**src/rtl/multi_timer_irq_pkg.sv**
```systemverilog
// Shared definitions for the multi-channel interrupt timer.
//   - per-channel FSM state encoding
//   - CTRL.MODE encodings
//   - byte offsets of the four registers inside a 16-byte channel window
//   - CTRL bit positions
package multi_timer_pkg;

  typedef enum logic [1:0] {
    ST_IDLE = 2'd0,
    ST_LOAD = 2'd1,
    ST_CNT  = 2'd2,
    ST_INT  = 2'd3
  } state_e;

  // MODE = 1x is not a distinct mode; it behaves like one-shot.
  localparam logic [1:0] MODE_ONESHOT = 2'b00;
  localparam logic [1:0] MODE_RELOAD  = 2'b01;

  // Byte offsets within a channel window (address bits 3:0, bits 1:0 forced to 0).
  localparam logic [3:0] REG_CTRL   = 4'h0;
  localparam logic [3:0] REG_PRESET = 4'h4;
  localparam logic [3:0] REG_COUNT  = 4'h8;
  localparam logic [3:0] REG_STATUS = 4'hC;

  // CTRL bit indices.
  localparam int CTRL_EN      = 0;
  localparam int CTRL_MODE_LO = 1;
  localparam int CTRL_MODE_HI = 2;
  localparam int CTRL_IM      = 3;

  function automatic logic is_reload(input logic [1:0] mode);
    return mode == MODE_RELOAD;
  endfunction

endpackage

```
**src/rtl/multi_timer_irq_if.sv**
```systemverilog
// Device-bus connection of the interrupt timer.
//   master: drives addr / we / wdata (CPU side, system bridge)
//   slave : returns combinational rdata plus the interrupt outputs
//   addr    ADDR_W byte address (bits 1:0 ignored)
//   we      write strobe, sampled on rising clk
//   wdata   32-bit write data
//   rdata   32-bit read data for addr
//   irq_vec per-channel pending AND mask
//   irq     OR of irq_vec
interface multi_timer_irq_if #(
  parameter int ADDR_W = 8,
  parameter int N_CH   = 2
);
  logic [ADDR_W-1:0] addr;
  logic              we;
  logic [31:0]       wdata;
  logic [31:0]       rdata;
  logic [N_CH-1:0]   irq_vec;
  logic              irq;

  modport master (output addr, we, wdata, input rdata, irq_vec, irq);
  modport slave  (input addr, we, wdata, output rdata, irq_vec, irq);
endinterface

```
**src/rtl/multi_timer_irq_channel.sv**
```systemverilog
// One down-counter timer channel: CTRL/PRESET/COUNT/PEND registers and FSM.
//   clk, reset            clock, asynchronous active-high reset
//   wr_ctrl/preset/status decoded single-cycle write strobes for this channel
//   wdata                 bus write data
//   ctrl_rd/preset_rd/
//   count_rd              zero-extended register read values
//   pend                  pending flag
//   irq_out               pend AND interrupt mask (flop-derived only)
module timer_channel
  import multi_timer_pkg::*;
#(
  parameter int CNT_W = 32
) (
  input  logic        clk,
  input  logic        reset,
  input  logic        wr_ctrl,
  input  logic        wr_preset,
  input  logic        wr_status,
  input  logic [31:0] wdata,
  output logic [31:0] ctrl_rd,
  output logic [31:0] preset_rd,
  output logic [31:0] count_rd,
  output logic        pend,
  output logic        irq_out
);

  state_e             state_q,  state_d;
  logic [CNT_W-1:0]   count_q,  count_d;
  logic [CNT_W-1:0]   preset_q, preset_d;
  logic               en_q,     en_d;
  logic [1:0]         mode_q,   mode_d;
  logic               im_q,     im_d;
  logic               pend_q,   pend_d;

  // Upper write-data bits are only meaningful for some registers.
  logic [31:0] unused_wdata;
  assign unused_wdata = wdata;

  always_comb begin
    // NOTE: every signal gets a hold default before any branch so that no
    // path leaves it unassigned, which would otherwise infer a latch.
    state_d  = state_q;
    count_d  = count_q;
    preset_d = preset_q;
    en_d     = en_q;
    mode_d   = mode_q;
    im_d     = im_q;
    pend_d   = pend_q;

    // Clear is applied before the FSM so an expiry in the same cycle wins.
    if (wr_status) pend_d = 1'b0;

    unique case (state_q)
      ST_IDLE: if (en_q) state_d = ST_LOAD;
      ST_LOAD: begin
        count_d = preset_q;
        state_d = ST_CNT;
      end
      ST_CNT: begin
        if (en_q) begin
          // COUNT <= 1 also covers PRESET = 0, which then acts like 1.
          if (count_q > CNT_W'(1)) begin
            count_d = count_q - CNT_W'(1);
          end else begin
            count_d = '0;
            pend_d  = 1'b1;
            state_d = ST_INT;
          end
        end
      end
      ST_INT: begin
        if (is_reload(mode_q)) begin
          state_d = ST_LOAD;
        end else begin
          en_d    = 1'b0;
          state_d = ST_IDLE;
        end
      end
      default: state_d = ST_IDLE;
    endcase

    // Takes effect at the next LOAD only; the running count is untouched.
    if (wr_preset) preset_d = wdata[CNT_W-1:0];

    // A CTRL write overrides every FSM update of this cycle and restarts
    // the channel from IDLE (reloading next cycle when EN is written as 1).
    if (wr_ctrl) begin
      en_d    = wdata[CTRL_EN];
      mode_d  = wdata[CTRL_MODE_HI:CTRL_MODE_LO];
      im_d    = wdata[CTRL_IM];
      pend_d  = 1'b0;
      count_d = count_q;
      state_d = ST_IDLE;
    end
  end

  // NOTE: state registers use non-blocking assignments so all flops sample
  // the same pre-edge values; blocking here would create ordering races.
  always_ff @(posedge clk or posedge reset) begin
    if (reset) begin
      state_q  <= ST_IDLE;
      count_q  <= '0;
      preset_q <= '0;
      en_q     <= 1'b0;
      mode_q   <= MODE_ONESHOT;
      im_q     <= 1'b0;
      pend_q   <= 1'b0;
    end else begin
      state_q  <= state_d;
      count_q  <= count_d;
      preset_q <= preset_d;
      en_q     <= en_d;
      mode_q   <= mode_d;
      im_q     <= im_d;
      pend_q   <= pend_d;
    end
  end

  assign ctrl_rd   = {28'd0, im_q, mode_q, en_q};
  assign preset_rd = 32'(preset_q);
  assign count_rd  = 32'(count_q);
  assign pend      = pend_q;
  assign irq_out   = pend_q & im_q;

endmodule

```
**src/rtl/multi_timer_irq.sv**
```systemverilog
// Memory-mapped multi-channel interrupt timer for the MIPS device bus.
//   clk    system clock
//   reset  asynchronous active-high reset
//   bus    slave port: addr/we/wdata in, rdata/irq_vec/irq out
// Channel c occupies byte offsets c*16 .. c*16+15 of the local window.
module multi_timer_irq
  import multi_timer_pkg::*;
#(
  parameter int N_CH   = 2,
  parameter int CNT_W  = 32,
  parameter int ADDR_W = 8
) (
  input  logic                clk,
  input  logic                reset,
  multi_timer_irq_if.slave    bus
);

  localparam int CH_W = ADDR_W - 4;

  logic [CH_W-1:0] ch_idx;
  logic [3:0]      reg_off;
  logic [1:0]      unused_addr_lsb;

  assign ch_idx          = bus.addr[ADDR_W-1:4];
  assign reg_off         = {bus.addr[3:2], 2'b00};
  assign unused_addr_lsb = bus.addr[1:0];

  logic [N_CH-1:0] ch_hit;
  logic [N_CH-1:0] irq_ch;
  logic [N_CH-1:0] pend_ch;
  logic [31:0]     ctrl_rd   [N_CH];
  logic [31:0]     preset_rd [N_CH];
  logic [31:0]     count_rd  [N_CH];

  for (genvar c = 0; c < N_CH; c++) begin : g_ch
    assign ch_hit[c] = (ch_idx == CH_W'(c));

    timer_channel #(.CNT_W(CNT_W)) u_channel (
      .clk       (clk),
      .reset     (reset),
      .wr_ctrl   (bus.we && ch_hit[c] && (reg_off == REG_CTRL)),
      .wr_preset (bus.we && ch_hit[c] && (reg_off == REG_PRESET)),
      .wr_status (bus.we && ch_hit[c] && (reg_off == REG_STATUS)),
      .wdata     (bus.wdata),
      .ctrl_rd   (ctrl_rd[c]),
      .preset_rd (preset_rd[c]),
      .count_rd  (count_rd[c]),
      .pend      (pend_ch[c]),
      .irq_out   (irq_ch[c])
    );
  end

  // Channels beyond N_CH never hit, so their window reads as zero.
  always_comb begin
    bus.rdata = '0;
    for (int c = 0; c < N_CH; c++) begin
      if (ch_hit[c]) begin
        unique case (reg_off)
          REG_CTRL:   bus.rdata = ctrl_rd[c];
          REG_PRESET: bus.rdata = preset_rd[c];
          REG_COUNT:  bus.rdata = count_rd[c];
          REG_STATUS: bus.rdata = {31'd0, pend_ch[c]};
          default:    bus.rdata = '0;
        endcase
      end
    end
  end

  // Purely flop-derived: no path from addr/we reaches the interrupt outputs.
  assign bus.irq_vec = irq_ch;
  assign bus.irq     = |irq_ch;

endmodule

```
**src/flat_wrapper.sv**
```systemverilog
// flat-port wrapper written by rule: the top's interface ports become plain ports
module multi_timer_irq_flat import multi_timer_pkg::*;
#(
  parameter int N_CH   = 2,
  parameter int CNT_W  = 32,
  parameter int ADDR_W = 8
)
  (clk, reset, bus_addr, bus_we, bus_wdata, bus_rdata, bus_irq_vec, bus_irq);
  multi_timer_irq_if #(.ADDR_W(ADDR_W), .N_CH(N_CH)) bus_i ();
  input  logic clk;
  input  logic reset;
  input wire logic [$bits(bus_i.addr)-1:0] bus_addr;
  input wire logic [$bits(bus_i.we)-1:0] bus_we;
  input wire logic [$bits(bus_i.wdata)-1:0] bus_wdata;
  output wire logic [$bits(bus_i.rdata)-1:0] bus_rdata;
  output wire logic [$bits(bus_i.irq_vec)-1:0] bus_irq_vec;
  output wire logic [$bits(bus_i.irq)-1:0] bus_irq;
  assign bus_i.addr = bus_addr;
  assign bus_i.we = bus_we;
  assign bus_i.wdata = bus_wdata;
  assign bus_rdata = bus_i.rdata;
  assign bus_irq_vec = bus_i.irq_vec;
  assign bus_irq = bus_i.irq;
  multi_timer_irq #(.N_CH(N_CH), .CNT_W(CNT_W), .ADDR_W(ADDR_W)) u_core (.clk(clk), .reset(reset), .bus(bus_i));
endmodule
```
**config.mk**
```make
export PLATFORM = sky130hd
export DESIGN_NAME = multi_timer_irq_flat
export DESIGN_NICKNAME = d
export VERILOG_FILES = /design/src/rtl/multi_timer_irq_pkg.sv /design/src/rtl/multi_timer_irq_if.sv /design/src/rtl/multi_timer_irq_channel.sv /design/src/rtl/multi_timer_irq.sv /design/src/flat_wrapper.sv
export SDC_FILE = /design/constraint.sdc
export NUM_CORES = 1
export LEC_CHECK = 0
export ABC_AREA = 1
export BUFFER_PORTS_ARGS = -buffer_cell sky130_fd_sc_hd__buf_4
export CORE_MARGIN = 5
export CORE_UTILIZATION = 55
export DETAILED_ROUTE_END_ITERATION = 16
export HOLD_SLACK_MARGIN = 0.12
export PLACE_DENSITY = 0.77
export SYNTH_ARGS = -nofsm -noshare
export SYNTH_HDL_FRONTEND = slang
export SYNTH_SLANG_ARGS = --single-unit
```
**constraint.sdc**
```tcl
create_clock -name clk -period 4.3 [get_ports clk]
set_input_delay 0.43 -clock clk [delete_from_list [all_inputs] [get_ports clk]]
set_output_delay 0.43 -clock clk [all_outputs]
set_load 0.01 [all_outputs]
```
==> results.tsv <==
stage	metric	value	unit
clock_network	htree depth	4	
logic_synthesis	Syn Area/Cell	7.067	µm²
die	initial core utilization	55.50	%
route	Final ANT Viol Nets	0	
sta	setup ws final	1.524	ns
placed_design	IO buf count	75	
finish	number of diodes	0	
route	via density per instance	5.694	
worst_setup_path	critical path data required time	4.65	ns
clock_network	total CTS buffers	17	
clock_network	CTS max path bufs	2	
logic_synthesis	Ys Warns	0	
finish	layout net count	1446	
die	FP Rows	48	
clock_network	# clock sinks	142	
worst_setup_path	Crit path buffers/inverters	4	
clock_network	CTS root buffer	clkbuf_16	
clock_network	CTS tree	yes	
clock_network	Clk pin slew, worst setup/hold paths	0.06	ns
power	Pwr Total	7.257	mW
placed_design	placed cells	1598	
placed_design	routability congestion estimate	0.9881	
route	Avg WL per Cell	17.46	µm
sta	max-slew violation count	0	
route	DRC	0	
die	die area	0.02007	mm²
min_path	HP Class	in -> reg	
global_routing	total track usage	28.68	%
power	P_leak	5.174	nW
sta	Final Setup Violations	0	
worst_setup_path	critical path's slowest cell	o211ai_4	
logic_synthesis	area leader, netlist	dfrtp_1	
finish	design area	0.01072	mm²
global_routing	vias in the first global route	8652	
clock_network	post_cts resized	0	
logic_synthesis	post-synth top area share	37.28	%
worst_setup_path	CP endpoint kind	register	
sta	RSZ-0062 raised after global routing	no	
global_routing	first-pass GRT wire length	45290	µm
placed_design	post-place setup slack	1.565	ns
worst_setup_path	CP Class	reg -> reg	
worst_setup_path	crit-path cells	inv_1, ha_1, buf_4, inv_2, o211ai_4, buf_4, a21oi_1, a21boi_1	
die	core area	0.01718	mm²
worst_setup_path	CP peak stage delay	0.74	ns
worst_setup_path	CP Launch Type	register	
sta	WHS	0.2949	ns
sta	setup TNS	0	ns
logic_synthesis	FF+latch count, synth	142	
logic_synthesis	Synth cell types	47	
status	status	finished clean	
logic_synthesis	register area share after synthesis	37.28	%
finish	area delta synth->final	12.44	%
route	via count	9287	
worst_setup_path	Critical Path Fanout Max	30	
worst_setup_path	CP arrival	3.13	ns
route	number of DRC markers in iteration 0	782	
logic_synthesis	post-synth net total	1402	
power	IR Drop Worst-Case VDD	0.4430	mV
logic_synthesis	Gate Count Post-Synth	1349	
worst_setup_path	Crit path top cell by count	buf_4	
placed_design	DP Wirelength	20380	µm
logic_synthesis	top area cells in the synthesized netlist	dfrtp_1 (37%), nand2_1 (12%), inv_1 (7.5%)	
finish	Post-Layout Cell Count	1631	
global_routing	pin count of the biggest net entering global routing	65	
sta	final clock skew	0.009496	ns
sta	fin crit period	2.776	ns
sta	relative slew slack	29.41	%
die	die span in y	141.7	µm
global_routing	initial antenna violation count	0	
route	drt pass-1 iters	6	
die	chip width	141.7	µm
job	max cap viols	0	
sta	Final Hold Fails	0	
finish	Final Util	62.41	%
power	Pwr Density	677.1	mW/mm²
worst_setup_path	delay-heaviest family, CP	buffers and inverters	
logic_synthesis	cell area after synthesis	0.009533	mm²
global_routing	grt ovf	0	
route	Routed WL	28470	µm
finish	share of layout cells above drive strength 1	13.44	%
die	Ports	78	
sta	Final period util	64.56	%
placed_design	dpl cell area	0.01011	mm²
sta	Max Freq	360.2	MHz
sta	worst slew pin tran	1.055	ns
clock_network	clk_lat worst skew	0.43	ns
path summary, 6_finish.rpt:
check,startpoint,endpoint,slack [ns],depth (start not counted)
worst min-delay path,bus_wdata[6],u_core.g_ch[1].u_channel.preset_rd[6],0.29,3
worst max-delay path,u_core.g_ch[0].u_channel.state_q[0],u_core.g_ch[0].u_channel.count_rd[18],1.52,8
max in group asynchronous,reset,u_core.g_ch[0].u_channel.count_rd[8],2.72,4
worst max register to register,u_core.g_ch[0].u_channel.state_q[0],u_core.g_ch[0].u_channel.count_rd[18],1.52,8
worst min register to register,u_core.g_ch[1].u_channel.preset_rd[14],u_core.g_ch[1].u_channel.preset_rd[14],0.48,2
min in group asynchronous,reset,u_core.g_ch[1].u_channel.count_rd[7],0.61,3
repair_timing:
action                    4_1_cts  5_1_grt
hold buffers                    1        0
buffers inserted                0        0
hold endpoints to repair       57        0
worst min-delay path, stage by stage:
cell and delay, ns:
buf_4 0.11, inv_1 0.06, o21ai_0 0.08
flip-flops by register name (all words and copies together) (netlist names):
| name | cells |
|---|---|
| u_core.g_ch.u_channel.pend | 2 |
| u_core.g_ch.u_channel.preset_rd | 64 |
| u_core.g_ch.u_channel.im_q | 2 |
| u_core.g_ch.u_channel.mode_q | 4 |
| u_core.g_ch.u_channel.en_q | 2 |
| u_core.g_ch.u_channel.count_rd | 64 |
| u_core.g_ch.u_channel.state_q | 4 |
layout make-up:
cell class                      count  area (µm²)
Clock buffer                       19       432.9
Clock inverter                     13       166.4
Fill cell                        1610        6457
Inverter                          197       747.0
Multi-Input combinational cell    951        4905
Sequential cell                   142        3553
Tap cell                          225       281.5
Timing Repair Buffer               84       633.1
placed cells by master (no fill, tap or decap), drive strengths merged:
cell / instances
a21oi: 55
ha: 10
a22o: 28
a211oi: 1
xor2: 26
o21ai: 147
nand3b: 4
o211ai: 2
nand4: 7
a31oi: 1
buf: 83
o31ai: 1
nor2: 210
a311oi: 1
bufinv: 3
clkbuf: 19
o21a: 8
clkinv: 6
dfrtp: 142
inv: 198
nand3: 42
nor3: 6
a221oi: 3
dlygate4sd3: 1
nand2: 318
or2: 2
clkinvlp: 3
a21boi: 30
a22oi: 4
o22ai: 45
layer usage:
metal	up-vias	share of wire, %	track usage [%]
met5	-	0	0
met4	0	3.3	10.86
met3	59	8.0	5.190
met2	435	46	45.33
met1	4369	42	39.44
li1	4424	-	-
cells in the mapped netlist, drive strengths merged:
library cell and instances:
nand3b 4, o211ai 2, a311oi 1, a221oi 3
a31oi 1, ha 10, o31ai 1, xor2 26
or2 2, nor2 210, nand3 42, nand2 318
a21oi 55, a211oi 1, nor3 6, a22o 28
clkbuf 29, a21boi 30, dfrtp 142, nand4 7
o21a 8, a22oi 4, o21ai 147, o22ai 45
buf 30, inv 197
report_power, final:
group / internal (mW) / switching [mW]
clock: 0.915 / 0.619
combinational: 1.19 / 2.34
sequential: 1.78 / 0.410
kinds of logic after synthesis:
kind of cell / count (synthesis) / share of synthesized area (%)
adders and majority gates: 10 / 1.313
buffers and inverters: 256 / 11.33
DFF: 142 / 37.28
xor gates and xnor gates: 26 / 2.389
AOI/OAI and AO/OA: 326 / 21.32
and+or+nand+nor: 589 / 26.38
Note: power is estimated with default switching activity, not from simulation.
